$ cat src/rtl/mnist_fp16_pkg.sv
// rtl/mnist_fp16_pkg.sv - shared FP16 types, constants and ordering helpers for the MNIST datapath
package mnist_fp16_pkg;

    typedef logic [15:0] fp16_t;

    localparam fp16_t      FP16_POS_ZERO = 16'h0000;
    localparam fp16_t      FP16_NEG_ZERO = 16'h8000;
    localparam logic [4:0] FP16_EXP_MAX  = 5'h1F;
    localparam logic [15:0] FP16_ZERO_KEY = 16'h8000;

    typedef enum logic [1:0] {
        IDLE,
        SCAN,
        DONE
    } argmax_state_t;

    function automatic logic fp16_is_nan(input fp16_t x);
        return (x[14:10] == FP16_EXP_MAX) && (x[9:0] != 10'd0);
    endfunction

    // Unsigned key whose ordering matches the score ordering: NaN sorts lowest,
    // both zeros share one key, negatives sit below the zero key.
    function automatic logic [15:0] fp16_key(input fp16_t x);
        if (fp16_is_nan(x))
            return 16'h0000;
        else if (x[14:0] == 15'd0)
            return FP16_ZERO_KEY;
        else if (!x[15])
            return x ^ 16'h8000;
        else
            return ~x;
    endfunction

    function automatic fp16_t fp16_norm(input fp16_t x);
        if (fp16_is_nan(x) || (x == FP16_NEG_ZERO))
            return FP16_POS_ZERO;
        else
            return x;
    endfunction

endpackage

$ cat src/rtl/fp16_cmp_gt.sv
// rtl/fp16_cmp_gt.sv - combinational FP16 strict greater-than on the total-order key
module fp16_cmp_gt
    import mnist_fp16_pkg::*;
(
    input  fp16_t a,
    input  fp16_t b,
    output logic  a_gt_b
);

    assign a_gt_b = fp16_key(a) > fp16_key(b);

endmodule

$ cat src/rtl/argmax_fp16_seq.sv
// rtl/argmax_fp16_seq.sv - sequential argmax over snapshotted FP16 class scores
module argmax_fp16_seq
    import mnist_fp16_pkg::*;
#(
    parameter int WIDTH     = 16,
    parameter int N_CLASSES = 10,
    parameter int IDX_WIDTH = 4
) (
    input  logic                 clk,
    input  logic                 rst,
    input  logic                 start,
    input  logic [WIDTH-1:0]     scores [N_CLASSES-1:0],
    output logic                 busy,
    output logic                 res_valid,
    input  logic                 res_ready,
    output logic [IDX_WIDTH-1:0] digit,
    output logic [WIDTH-1:0]     max_score,
    output logic                 all_zero
);

    localparam logic [IDX_WIDTH-1:0] LAST_IDX = IDX_WIDTH'(N_CLASSES - 1);

    argmax_state_t        state_q, state_d;
    logic [WIDTH-1:0]     snap_q [N_CLASSES-1:0];
    fp16_t                best_q;
    logic [IDX_WIDTH-1:0] best_idx_q;
    logic [IDX_WIDTH-1:0] idx_q;
    logic                 cand_gt;

    fp16_cmp_gt u_cmp (
        .a      (snap_q[idx_q]),
        .b      (best_q),
        .a_gt_b (cand_gt)
    );

    always_comb begin
        state_d = state_q;
        case (state_q)
            IDLE: if (start)                  state_d = SCAN;
            SCAN: if (idx_q == LAST_IDX)      state_d = DONE;
            DONE: if (res_valid && res_ready) state_d = IDLE;
            default:                          state_d = IDLE;
        endcase
    end

    always_ff @(posedge clk or negedge rst) begin
        if (!rst) begin
            state_q <= IDLE;
        end else begin
            state_q <= state_d;
        end
    end

    // Snapshot and scan datapath; the live scores[] are only looked at in IDLE.
    always_ff @(posedge clk or negedge rst) begin
        if (!rst) begin
            for (int i = 0; i < N_CLASSES; i++) snap_q[i] <= '0;
            best_q     <= FP16_POS_ZERO;
            best_idx_q <= '0;
            idx_q      <= '0;
        end else begin
            case (state_q)
                IDLE: begin
                    if (start) begin
                        for (int i = 0; i < N_CLASSES; i++) snap_q[i] <= scores[i];
                        best_q     <= scores[0];
                        best_idx_q <= '0;
                        idx_q      <= IDX_WIDTH'(1);
                    end
                end
                SCAN: begin
                    if (cand_gt) begin
                        best_q     <= snap_q[idx_q];
                        best_idx_q <= idx_q;
                    end
                    if (idx_q != LAST_IDX) idx_q <= idx_q + 1'b1;
                end
                default: ;
            endcase
        end
    end

    // Result registers load on the first DONE cycle and then hold until the handoff.
    always_ff @(posedge clk or negedge rst) begin
        if (!rst) begin
            res_valid <= 1'b0;
            digit     <= '0;
            max_score <= '0;
            all_zero  <= 1'b0;
        end else if (state_q == DONE) begin
            if (!res_valid) begin
                res_valid <= 1'b1;
                digit     <= best_idx_q;
                max_score <= fp16_norm(best_q);
                all_zero  <= (fp16_key(best_q) == FP16_ZERO_KEY);
            end else if (res_ready) begin
                res_valid <= 1'b0;
            end
        end
    end

    assign busy = (state_q != IDLE);

endmodule

$ cat config.mk
export PLATFORM = sky130hd
export DESIGN_NAME = argmax_fp16_seq
export DESIGN_NICKNAME = d
export VERILOG_FILES = /design/src/rtl/mnist_fp16_pkg.sv /design/src/rtl/fp16_cmp_gt.sv /design/src/rtl/argmax_fp16_seq.sv
export SDC_FILE = /design/constraint.sdc
export NUM_CORES = 1
export LEC_CHECK = 0
export BUFFER_PORTS_ARGS = -buffer_cell sky130_fd_sc_hd__buf_4
export CAP_MARGIN = 10
export CORE_UTILIZATION = 50
export CTS_CLUSTER_DIAMETER = 200
export DETAILED_ROUTE_END_ITERATION = 8
export GPL_TIMING_DRIVEN = 0
export PLACE_DENSITY = 0.76
export SLEW_MARGIN = 20
export SYNTH_ARGS = -nofsm -noshare
export SYNTH_HDL_FRONTEND = slang
export SYNTH_SLANG_ARGS = --single-unit
export TNS_END_PERCENT = 100
$ cat constraint.sdc
create_clock -name clk -period 4.69 [get_ports clk]
set_input_delay 0.469 -clock clk [delete_from_list [all_inputs] [get_ports clk]]
set_output_delay 0.469 -clock clk [all_outputs]
set_load 0.01 [all_outputs]
==> Word level (Yosys, flattened, before mapping) <==
Cells that the tools add are included.
{ "op_classes": {"reduce_logical": 16, "n_eq_ne": 13, "magnitude_cmp": 2, "n_bitwise": 5, "muxes": 26, "addsub": 1} }
{ "op_table": {"columns": ["op", "count"], "rows": [
  ["$mux W16", 12],
  ["$bmux W16 S4", 1],
  ["$eq A16 B16 Y1 const B", 2],
  ["$not A16 Y16", 2],
  ["$pmux W16 S2", 1],
  ["$logic_not A15 Y1", 2],
  ["$reduce_bool A10 Y1", 2],
  ["$gt A16 B16 Y1", 1],
  ["$mux W4", 4],
  ["$pmux W4 S2", 2],
  ["$eq A5 B5 Y1 const B", 2],
  ["$ne A2 B2 Y1 const B", 5],
  ["$reduce_and A3 Y1", 3],
  ["$mux W2", 3],
  ["$pmux W2 S3", 1],
  ["$lt A4 B5 Y1 const B", 1],
  ["$add A4 B1 Y4 const B", 1],
  ["$eq A4 B4 Y1 const B", 1],
  ["$ne A4 B4 Y1 const B", 1],
  ["$reduce_and A2 Y1", 2],
  ["$reduce_bool A2 Y1", 2],
  ["$logic_and A1 B1 Y1", 3],
  ["$not A1 Y1", 3],
  ["$eq A2 B1 Y1 const B", 1],
  ["other kinds (4)", 5]
]} }
{ "word_totals": {"wordCells": 81, "reg_bits": 208} }

==> Logic depth before layout (Yosys ltp) <==
Gate-level depths: netlist (run 1).
{ "depth": {"ltp_word": 9, "depth_mapped": 22, "depth_no_buf": 15} }

==> Modules after synthesis <==
Synthesis (run 1) repeated with hierarchy kept, for this count alone.
{ "hier_totals": {"cells_unflattened": 1196, "hier_area_um2": 10423.7} }
{ "by_module_without_submodules": {"columns": ["mod", "n_inst", "cells_per_inst", "area_per_inst_um2", "seq_area_each_um2"], "rows": [
  ["argmax_fp16_seq", 1, 1070, 9501.6, 5205.0],
  ["fp16_cmp_gt", 1, 126, 922.1, 0.0]
]} }

==> Least setup slack after synthesis (run 1) <==
Ideal clock, no wire load.
{ "synth_timing": {"kind": "reg2reg", "startpoint": "register idx_q[0]", "endpoint": "register best_idx_q[1]", "path_stages_with_launch": 22, "required_ns": 4.595, "t_arrival_ns": 4.305, "period_less_slack_ns": 4.400, "path_slack_ns": 0.290, "path_cell_list": "dfrtp_1 > buf_6 > buf_12 > buf_6 > buf_6 > mux2i_1 > a21oi_1 > a31oi_1 > nand2_1 > nor3_4 > mux2i_4 > nor2_1 > ha_1 > a21o_1 > a221o_1 > a221oi_1 > o221ai_1 > a31oi_1 > clkbuf_1 > clkbuf_1 > nand2_1 > o31ai_1"} }
{ "synth_between": {"elab_chain_cells": 9, "word_cells_on_any_way": 14} }
{ "synth_lines": {"columns": ["item", "line_no", "text"], "rows": [
  ["start: declaration", "argmax_fp16_seq.sv:27", "logic [IDX_WIDTH-1:0] idx_q;"],
  ["start signal: assignment", "argmax_fp16_seq.sv:76", "if (idx_q != LAST_IDX) idx_q <= idx_q + 1'b1;"],
  ["$bmux W16 S4 *", "argmax_fp16_seq.sv:31", ".a (snap_q[idx_q]),"],
  ["$mux W16 (not written as such) *", "argmax_fp16_seq.sv:31", null],
  ["parallel branches: the longest is 3 deep, another holds $mux W16", null, null],
  ["$mux W16 *", "mnist_fp16_pkg.sv:24", "if (fp16_is_nan(x))"],
  ["$gt A16 B16 Y1 *", "fp16_cmp_gt.sv:10", "assign a_gt_b = fp16_key(a) > fp16_key(b);"],
  ["$ne A2 B2 Y1 (no line) *", null, null],
  ["$reduce_and A3 Y1 (no line) *", null, null],
  ["end signal: assignment", "argmax_fp16_seq.sv:74", "best_idx_q <= idx_q;"],
  ["end: declaration", "argmax_fp16_seq.sv:26", "logic [IDX_WIDTH-1:0] best_idx_q;"]
]} }
Mark *: on every way between the ends. The select of a mux whose other input is x is not followed.
A chain may end at the register's enable or synchronous reset.

==> Final worst setup path (run 1) <==
{ "layout_timing": {"startpoint": "register idx_q[0]", "endpoint": "register best_idx_q[0]"} }
{ "layout_between": {"elab_chain_cells": 9, "word_cells_on_any_way": 16} }
{ "layout_lines": {"columns": ["item"], "rows": [
  ["parallel branches: the longest is 9 deep, another holds $gt A16 B16 Y1"]
]} }
Several ways; the timed one is not identified. The select of a mux whose other input is x is not followed.

==> results.txt, run 1 <==
status: complete, no violations
first-pass GRT wire length: 41770 um
nets: 1228
sum of negative setup slack: 0 ns
Synth area leaders: dfrtp_1 51%, mux2_2 18%, mux2i_1 5.1%
r2r worst-path depth: 17
Routed WL per cell: 20.45 um
H-tree Lvls: 1
Yosys Warn Count: 0
EDFF count, synth: 0
worst-path fanout max: 10
Syn Area/Cell: 12.65 sq um
initial antenna violation count: 0
Vias/cell: 5.624
number of global-route vias before repair: 7574
Psw: 4533 uW
Antenna diodes: 0
Synth area leader: dfrtp_1
post-DP HPWL: 20220 um
hold crit path type: primary input to flip-flop
Main synth FF type: dfrtp_1
row count: 51
worst hold stages: 2
initial core utilization: 51.77%
Leak Pwr: 0.006037 uW
Core ar.: 0.01972 sq mm
area of the die: 0.02099 sq mm
Crit. Startpoint: idx_q[0]
Post-synth top cells: 208 x dfrtp_1, 162 x mux2_2, 56 x nor2_1
Max Cap Violations: 0
Setup Crit Path Kind: flip-flop to flip-flop
worst slew pin tran: 0.7583 ns
Reg power frac: 28.8%
1st-pass router iterations: 5
Critical R2R Capture: best_idx_q[0]
IO buf count: 186
final worst path period need: 4.608 ns
VDD IR max: 0.4704 mV
Final period util: 98.24%
Setup WS post-layout: 0.08246 ns
Synthesized Nets: 990
RSZ-0062 raised after global routing: yes
count leader, synth: dfrtp_1
Max Slew Vio Count: 0
Clock Power Share: 14.5%
Max Clk Rate: 217.0 MHz
CTS tree: done
# IOs: 187
Worst-Skew Late Latency: 0.50 ns
reg2reg setup slack: 0.08 ns
hold endpoint: snap_q[96]
GPL Wtd Cong: 0.9429
hold wc startpoint: scores[96]
Slew headroom: 49.45%
Synth Cell Area: 0.01021 sq mm
CP startpoint kind: flip-flop
DRT iter0 DRCs: 476
layout cells sized above 1: 45.23%
largest net degree at the start of global routing: 89
Logic pwr share: 56.7%
TritonCTS Sinks: 208
post-route ant nets: 0
Sw Share: 39.45%
Final Routed Wirelength: 27080 um
CTS Root Cell: clkbuf_16
via count: 7446
Fin. Hold Viols: 0
Worst R2R Start: idx_q[0]
Chip Width: 144.9 um
Internal: 6957 uW
Yosys reg bits: 208
area share of the largest cell type after synthesis: 50.99%
area grow syn2layout: 28.55%
crit end category: flip-flop
drc violations: 0
maximum clock path buffer count: 3
ys async rst share: 100.0%
Post-Syn Instances: 807
Cell variety after synth: 53
GR Overflow Total: 0
Pwr per Cell Area: 875.7 mW/mm^2
Die Span Y: 144.9 um
register area share after synthesis: 50.99%
Final setup viols: 0
Clock Skew: 0.01307 ns
Post-Place Setup Slack: -0.7771 ns
Clock Pin Slew Worst Setup and Hold Paths: 0.06 ns
CP Data Arrival Time: 5.00 ns
GRT Util Overall: 26.66%
CTS Buf Count: 23
Req. time, crit path: 5.08 ns
==> power by group through the flow <==
| stage | Combinational [uW] | Clock [uW] | Sequential [uW] |
|---|---|---|---|
| global route | 7100 | 1770 | 3410 |
| finish | 6520 | 1660 | 3310 |
| floorplan | 4190 | 0 | 3130 |
| CTS | 6240 | 1680 | 3290 |
| global placement | 5560 | 0 | 3250 |
| detailed placement | 5660 | 0 | 3290 |
==> state kept, by name (all words and copies together) (netlist names) <==
name	flops
snap_q	160
best_q	16
max_score	16
best_idx_q	4
digit	4
idx_q	4
state_q	2
all_zero	1
res_valid	1
==> critical path, cell delays in order (launching register included) <==
cell      delay (ns)
dfrtp_1         0.38
buf_6           0.14
buf_12          0.15
mux4_2          0.55
nor2_2          0.14
o22a_1          0.18
nand4_1         0.19
nor3_4          0.32
mux2i_4         0.39
nor2_1          0.08
ha_1            0.30
and3_1          0.19
a221o_1         0.33
a221oi_2        0.30
o221ai_2        0.15
a31oi_2         0.21
buf_6           0.16
mux2_2          0.33
==> per-stage QoR <==
step                      power (uW)  utilization [%]  hold slack, ns  std cells  cell area, sq um
final                          11490            66.55          0.1946       1324             13120
after floorplan                 7315                -          0.1734        807             10210
after detailed placement        8950            60.85          0.4122       1260             12000
after CTS                      11220            66.04          0.1890       1319             13020
after global placement          8808            60.53          0.4668       1258             11940
after global routing           12270            66.55          0.1931       1324             13120
==> what timing repair did <==
action,4_1_cts,5_1_grt
hold endpoints to repair,52,0
setup endpoints to repair,20,20
setup buffers,19,7
gates resized for setup,46,21
hold buffers,1,0
pin swaps,18,11
==> final cells by class <==
cell class	instances	area [sq um]
well taps	265	331.6
multi-input cells	533	4833
plain buffers	53	360.3
inverters	11	41.29
fillers	1475	6596
flip-flops and latches	208	5206
clock inverters	4	23.77
clock buffers	35	660.6
repair buffers	215	1664
==> worst max path at each step <==
stage / end / cells past startpoint
2_1_floorplan: best_idx_q[1] / 21
3_3_place_gp: best_idx_q[1] / 19
3_5_place_dp: best_q[11] / 19
4_1_cts: best_idx_q[0] / 17
5_1_grt: best_idx_q[0] / 19
6_report: best_idx_q[0] / 17
==> per-layer routing <==
| layer | vias to the layer above | part of all wire [%] | GRT usage (%) |
|---|---|---|---|
| li1 | 3401 | - | - |
| met1 | 3698 | 44 | 37.49 |
| met2 | 295 | 46 | 42.59 |
| met3 | 52 | 6.6 | 3.784 |
| met4 | 0 | 3.2 | 8.753 |
| met5 | - | 0 | 0 |
==> cells in the final DEF (no fill, tap or decap), drive strengths merged, types with 2 or more instances in the layout <==
cell	synthesis	final
a21oi	23	23
nor2	56	56
o22a	12	12
mux2i	53	53
inv	11	12
dfrtp	208	208
mux4	15	15
clkinv	0	3
nand4	6	6
nand2b	3	3
a22oi	2	2
xor2	28	28
xnor2	2	2
buf	18	232
nor3	3	3
clkbuf	37	70
a31oi	4	4
o22ai	3	3
a22o	16	16
ha	19	19
a221o	13	13
or2	2	2
or4	2	2
a221oi	2	2
mux2	162	162
a21o	8	8
nand3	4	4
or3	2	2
nor2b	3	3
and2	3	3
o21ai	25	25
and4	2	2
nand2	48	48
==> cells by family after synthesis <==
family | count (synthesis) | share of synthesized area, %
muxes | 230 | 26.50
DFF | 208 | 50.99
and+or+nand+nor | 141 | 6.399
AOI/OAI and AO/OA | 113 | 7.869
buffers and inverters | 66 | 3.334
xor gates and xnor gates | 30 | 2.574
adders and majority gates | 19 | 2.329
(Power assumes the default switching activity.)
==> run 2: changes to the inputs <==
BUFFER_PORTS_ARGS = unset   (was -buffer_cell sky130_fd_sc_hd__buf_4)
DONT_BUFFER_PORTS = 1   (was unset)
PLACE_DENSITY = 0.68   (was 0.76)
==> run 2 against run 1 <==
The run now ends with hold timing left. Power up 1.6%. Utilization is 6.7 points lower. First-iteration DRC count shrank 30%. Register-to-register slack worse by 0.06 ns. Critical path type unchanged. Critical endpoint unchanged. Final cell count fell by 15%. Via count down 8.6%. Setup slack lost 0.061 ns. Final area down 10%. Maximum frequency fell by 1.3%. Largest power group unchanged. Clock skew decreased by 0.0014 ns.
==> results.txt, run 2 (synthesized netlist as in run 1, its figures left out) <==
register bank with the most flops: snap_q
area grow syn2layout: 15.59%
row count: 51
Final Util: 59.84%
Fin. Hold Viols: 208
final worst path period need: 4.669 ns
nets: 1034
GR Overflow Total: 0
Core ar.: 0.01972 sq mm
CP Data Arrival Time: 5.06 ns
Leak Pwr: 0.005180 uW
GPL Wtd Cong: 0.9332
Final setup viols: 0
1st-pass router iterations: 5
fill count: 1537
max reg flops: 160
H-tree Lvls: 1
DRT iter0 DRCs: 333
drc violations: 0
Chip Width: 144.9 um
M1 WL: 12160 um
Crit. Startpoint: idx_q[0]
Clock Pin Slew Worst Setup and Hold Paths: 0.06 ns
number of global-route vias before repair: 7195
Psw: 4631 uW
worst slew pin tran: 0.8663 ns
CTS tree: done
Setup Crit Path Kind: flip-flop to flip-flop
Worst R2R Start: idx_q[0]
hold crit path type: primary input to asynchronous set/reset pin
crit end category: flip-flop
CTS Root Cell: clkbuf_16
# IOs: 187
worst-path fanout max: 10
IO buf count: 0
Met2 Wirelength: 12890 um
largest net degree at the start of global routing: 209
Top Registers: snap_q: 160 flops, best_q: 16 flops, max_score: 16 flops
failing checks: hold timing
Design Area, Final: 0.01180 sq mm
post-route ant nets: 0
via count: 6806
status: complete, but fails checks
Final period util: 99.55%
initial core utilization: 51.77%
Hold Slack: -0.3395 ns
highest metal used: met5
Pwr per Cell Area: 989.3 mW/mm^2
Clock Skew: 0.01171 ns
Worst-Skew Late Latency: 0.52 ns
most frequent cells in the layout: 208 x dfrtp_1, 161 x mux2_2, 50 x nor2_1, 47 x nand2_1, 43 x mux2i_1
Internal: 7042 uW
Req. time, crit path: 5.08 ns
Vias/cell: 6.018
maximum clock path buffer count: 3
Antenna diodes: 0
Max Slew Vio Count: 0
post-DP HPWL: 20680 um
VDD IR max: 0.4406 mV
CP startpoint kind: flip-flop
area of the die: 0.02099 sq mm
met3 WL post-DR: 2139 um
first-pass GRT wire length: 41730 um
Reg power frac: 28.9%
Die Span Y: 144.9 um
Total Power: 11670 uW
sum of negative setup slack: 0 ns
Final Routed Wirelength: 28380 um
Logic pwr share: 54.8%
commonest non-fill, non-tap cell in the layout: dfrtp_1
Routed WL per cell: 25.09 um
Sw Share: 39.67%
initial antenna violation count: 1
Max Clk Rate: 214.2 MHz
Slew headroom: 42.25%
TritonCTS Sinks: 208
cell area after placement: 0.01054 sq mm
layout cells sized above 1: 34.18%
Max Cap Violations: 0
CTS Buf Count: 23
GRT Util Overall: 27.12%
Clock Power Share: 16.3%
RSZ-0062 raised after global routing: yes
## run 2: cell type report
| cell class | instances | area [sq um] | area share [%] |
|---|---|---|---|
| plain buffers | 54 | 381.6 | 3.234 |
| clock buffers | 33 | 683.2 | 5.790 |
| clock inverters | 7 | 117.6 | 0.9968 |
| inverters | 11 | 41.29 | 0.3499 |
| multi-input cells | 533 | 4841 | 41.03 |
| flip-flops and latches | 208 | 5205 | 44.11 |
| well taps | 265 | 331.6 | 2.810 |
| repair buffers | 20 | 197.7 | 1.676 |
## run 2: critical path, cell delays in order (launching register included)
cell and delay [ns]:
dfrtp_1 0.41, buf_6 0.16, buf_12 0.16, mux4_2 0.55
nor2_2 0.17, o22a_1 0.23, nand4_2 0.16, nor3_4 0.26
mux2i_4 0.38, nor2_1 0.08, ha_1 0.30, a21o_1 0.17
a221o_1 0.37, a221oi_2 0.32, o221ai_2 0.16, a31oi_4 0.20
buf_8 0.15, mux2_4 0.29
## run 2: power by group through the flow
stage	logic, uW	registers (uW)	clock network (uW)
after global placement	5350	3310	0
final	6400	3380	1900
after global routing	6980	3490	1990
after detailed placement	5470	3370	0
after CTS	6070	3360	1920
after floorplan	4190	3130	0
## run 2: per-stage QoR
stage               hold slack (ns)  instances  setup slack (ns)
floorplan                    0.1734        807            0.2897
global placement             0.1804       1072           -0.9369
detailed placement           0.1801       1072           -0.9479
CTS                         -0.3572       1128          0.001263
global route                -0.3610       1131          -0.09584
finish                      -0.3395       1131           0.02118
## run 2: per-layer routing
metal  global-route usage (%)  vias to the layer above
li1                         -                     3003
met3                    7.009                       68
met4                    9.806                        2
met2                    42.69                      274
met1                    36.17                     3459
met5                        0                        -
## run 2: worst paths after layout
path / end / cells after the start / slack, ns
min: max_score[10] / 0 / -0.34
max in group asynchronous: snap_q[33] / 0 / 4.78
min reg2reg: best_idx_q[2] / 2 / 0.48
max: best_idx_q[0] / 17 / 0.02
min in group clk: snap_q[64] / 1 / 0.10
max reg2reg: best_idx_q[0] / 17 / 0.02
## run 2: timing repair
item	4_1_cts	5_1_grt
resized for setup	47	29
setup endpoints to repair	20	20
hold endpoints to repair	208	208
setup buffers	16	2
pin swaps	9	13
gates cloned	0	2
==> run 3: changes to the inputs <==
REMOVE_ABC_BUFFERS = 1   (was unset)
==> run 3 against run 2 <==
The run still ends with hold timing left. Setup slack gained 0.14 ns. Final area shrank 1.2%. Final cell count shrank 2.5%. Utilization shrank 0.70 points. Register-to-register slack gained 0.14 ns. Clock power shrank 12%. Via count shrank 5.7%.
==> results.txt, run 3 (synthesized netlist as in run 1, its figures left out) <==
Slew headroom: 35.48%
Hold Slack: -0.3218 ns
Pwr per Cell Area: 952.8 mW/mm^2
Reg area: 0.005220 sq mm
layout cells sized above 1: 34.96%
via count: 6417
Max Cap Violations: 0
H-tree Lvls: 1
hold crit path type: primary input to asynchronous set/reset pin
max reg flops: 160
area of the die: 0.02099 sq mm
worst-path fanout max: 8
VDD IR max: 0.6295 mV
fill count: 1540
sum of negative setup slack: 0 ns
Clock Pin Slew Worst Setup and Hold Paths: 0.06 ns
register bank with the most flops: snap_q
worst slew pin tran: 0.9678 ns
Routed WL per cell: 21.99 um
GR Overflow Total: 0
Final period util: 96.51%
Clock Skew: 0.009549 ns
final worst path period need: 4.526 ns
multi-input logic area: 0.004770 sq mm
GPL Wtd Cong: 0.8212
RSZ-0062 raised after global routing: yes
post-DP HPWL: 15760 um
maximum clock path buffer count: 3
reg2reg setup slack: 0.16 ns
Total Power: 11110 uW
post-route ant nets: 0
GRT Util Overall: 22.99%
drc violations: 0
largest net degree at the start of global routing: 209
Antenna diodes: 0
CTS Root Cell: clkbuf_16
Die Span Y: 144.9 um
nets: 1006
CTS Buf Count: 23
row count: 51
Worst-Skew Late Latency: 0.49 ns
initial antenna violation count: 0
first-pass GRT wire length: 36440 um
Setup Crit Path Kind: flip-flop to flip-flop
# IOs: 187
initial core utilization: 51.77%
Vias/cell: 5.818
Leak Pwr: 0.005166 uW
most frequent cells in the layout: 204 x dfrtp_1, 161 x mux2_2, 54 x nor2_1, 52 x mux2i_1, 48 x nand2_1
commonest non-fill, non-tap cell in the layout: dfrtp_1
IO buf count: 0
Max Slew Vio Count: 0
Req. time, crit path: 5.07 ns
crit end category: flip-flop
Top Registers: snap_q: 160 flops, best_q: 16 flops, max_score: 16 flops
number of global-route vias before repair: 6730
Chip Width: 144.9 um
Final setup viols: 0
Fin. Hold Viols: 208
Crit. Startpoint: idx_q[0]
TritonCTS Sinks: 208
Core ar.: 0.01972 sq mm
Post-Place Setup Slack: -1.676 ns
failing checks: hold timing
Worst R2R Start: idx_q[0]
CP Data Arrival Time: 4.91 ns
Final Routed Wirelength: 24260 um
area grow syn2layout: 14.23%
Setup WS post-layout: 0.1637 ns
DRT iter0 DRCs: 249
status: complete, but fails checks
Max Clk Rate: 220.9 MHz
CTS tree: done
CP startpoint kind: flip-flop
1st-pass router iterations: 4
Final Util: 59.13%
## run 3: changes by cell type in the layout (fill, tap and decap cells not counted), moves of 5 or more
cell,change
mux2i_1,+9
clkbuf_1,-28
buf_4,+8
clkinv_2,+6
mux2i_2,-5
## run 3: routing by layer
layer  routed length, um  share of wire, %  global-route usage, %
met1               10120                42                  28.98
met5                   0                 0                      0
met4                 466               1.9                  5.319
met3                1573               6.5                  5.166
met2               12100                50                  40.11
## run 3: per-stage QoR
stage | area, sq um | cells
final | 11660 | 1103
after global routing | 11660 | 1103
after CTS | 11420 | 1080
after detailed placement | 10470 | 1026
after global placement | 10240 | 1017
after floorplan | 9908 | 752
## run 3: area by class of cell
type | count | area share [%]
Sequential cell | 208 | 44.77
Multi-Input combinational cell | 533 | 40.91
Clock buffer | 30 | 5.419
Timing Repair Buffer | 46 | 5.043
Tap cell | 265 | 2.844
Clock inverter | 10 | 0.6653
Inverter | 11 | 0.3541
## run 3: critical path: stages, from the launching register on
cell	delay, ns
dfrtp_4	0.55
buf_12	0.17
buf_12	0.14
mux2i_1	0.12
a221o_1	0.39
o22a_1	0.23
nor2_1	0.08
or4b_4	0.48
mux2i_4	0.24
nor2_1	0.07
ha_1	0.30
a21o_1	0.18
a221o_1	0.32
a221oi_2	0.30
o221ai_2	0.16
a31oi_4	0.21
clkbuf_16	0.17
mux2_4	0.29
## run 3: what timing repair did
| item | CTS | global route |
|---|---|---|
| gates cloned | 2 | 1 |
| buffers inserted | 12 | 22 |
| setup endpoints to repair | 20 | 20 |
| gates resized for setup | 19 | 16 |
| endpoints found under the hold margin | 208 | 208 |
| pin swaps | 4 | 17 |
## run 3: path summary, 6_finish.rpt
check | cells past startpoint | end
min in group clk | 1 | snap_q[111]
max in group asynchronous | 0 | idx_q[2]
worst max-delay path | 17 | best_idx_q[0]
worst min register to register | 2 | best_idx_q[1]
worst min-delay path | 0 | snap_q[129]
worst max register to register | 17 | best_idx_q[0]
## run 3: power by group
group	internal [uW]	switching, uW
Sequential	2720	723
Clock	1000	681
Combinational	3180	2810
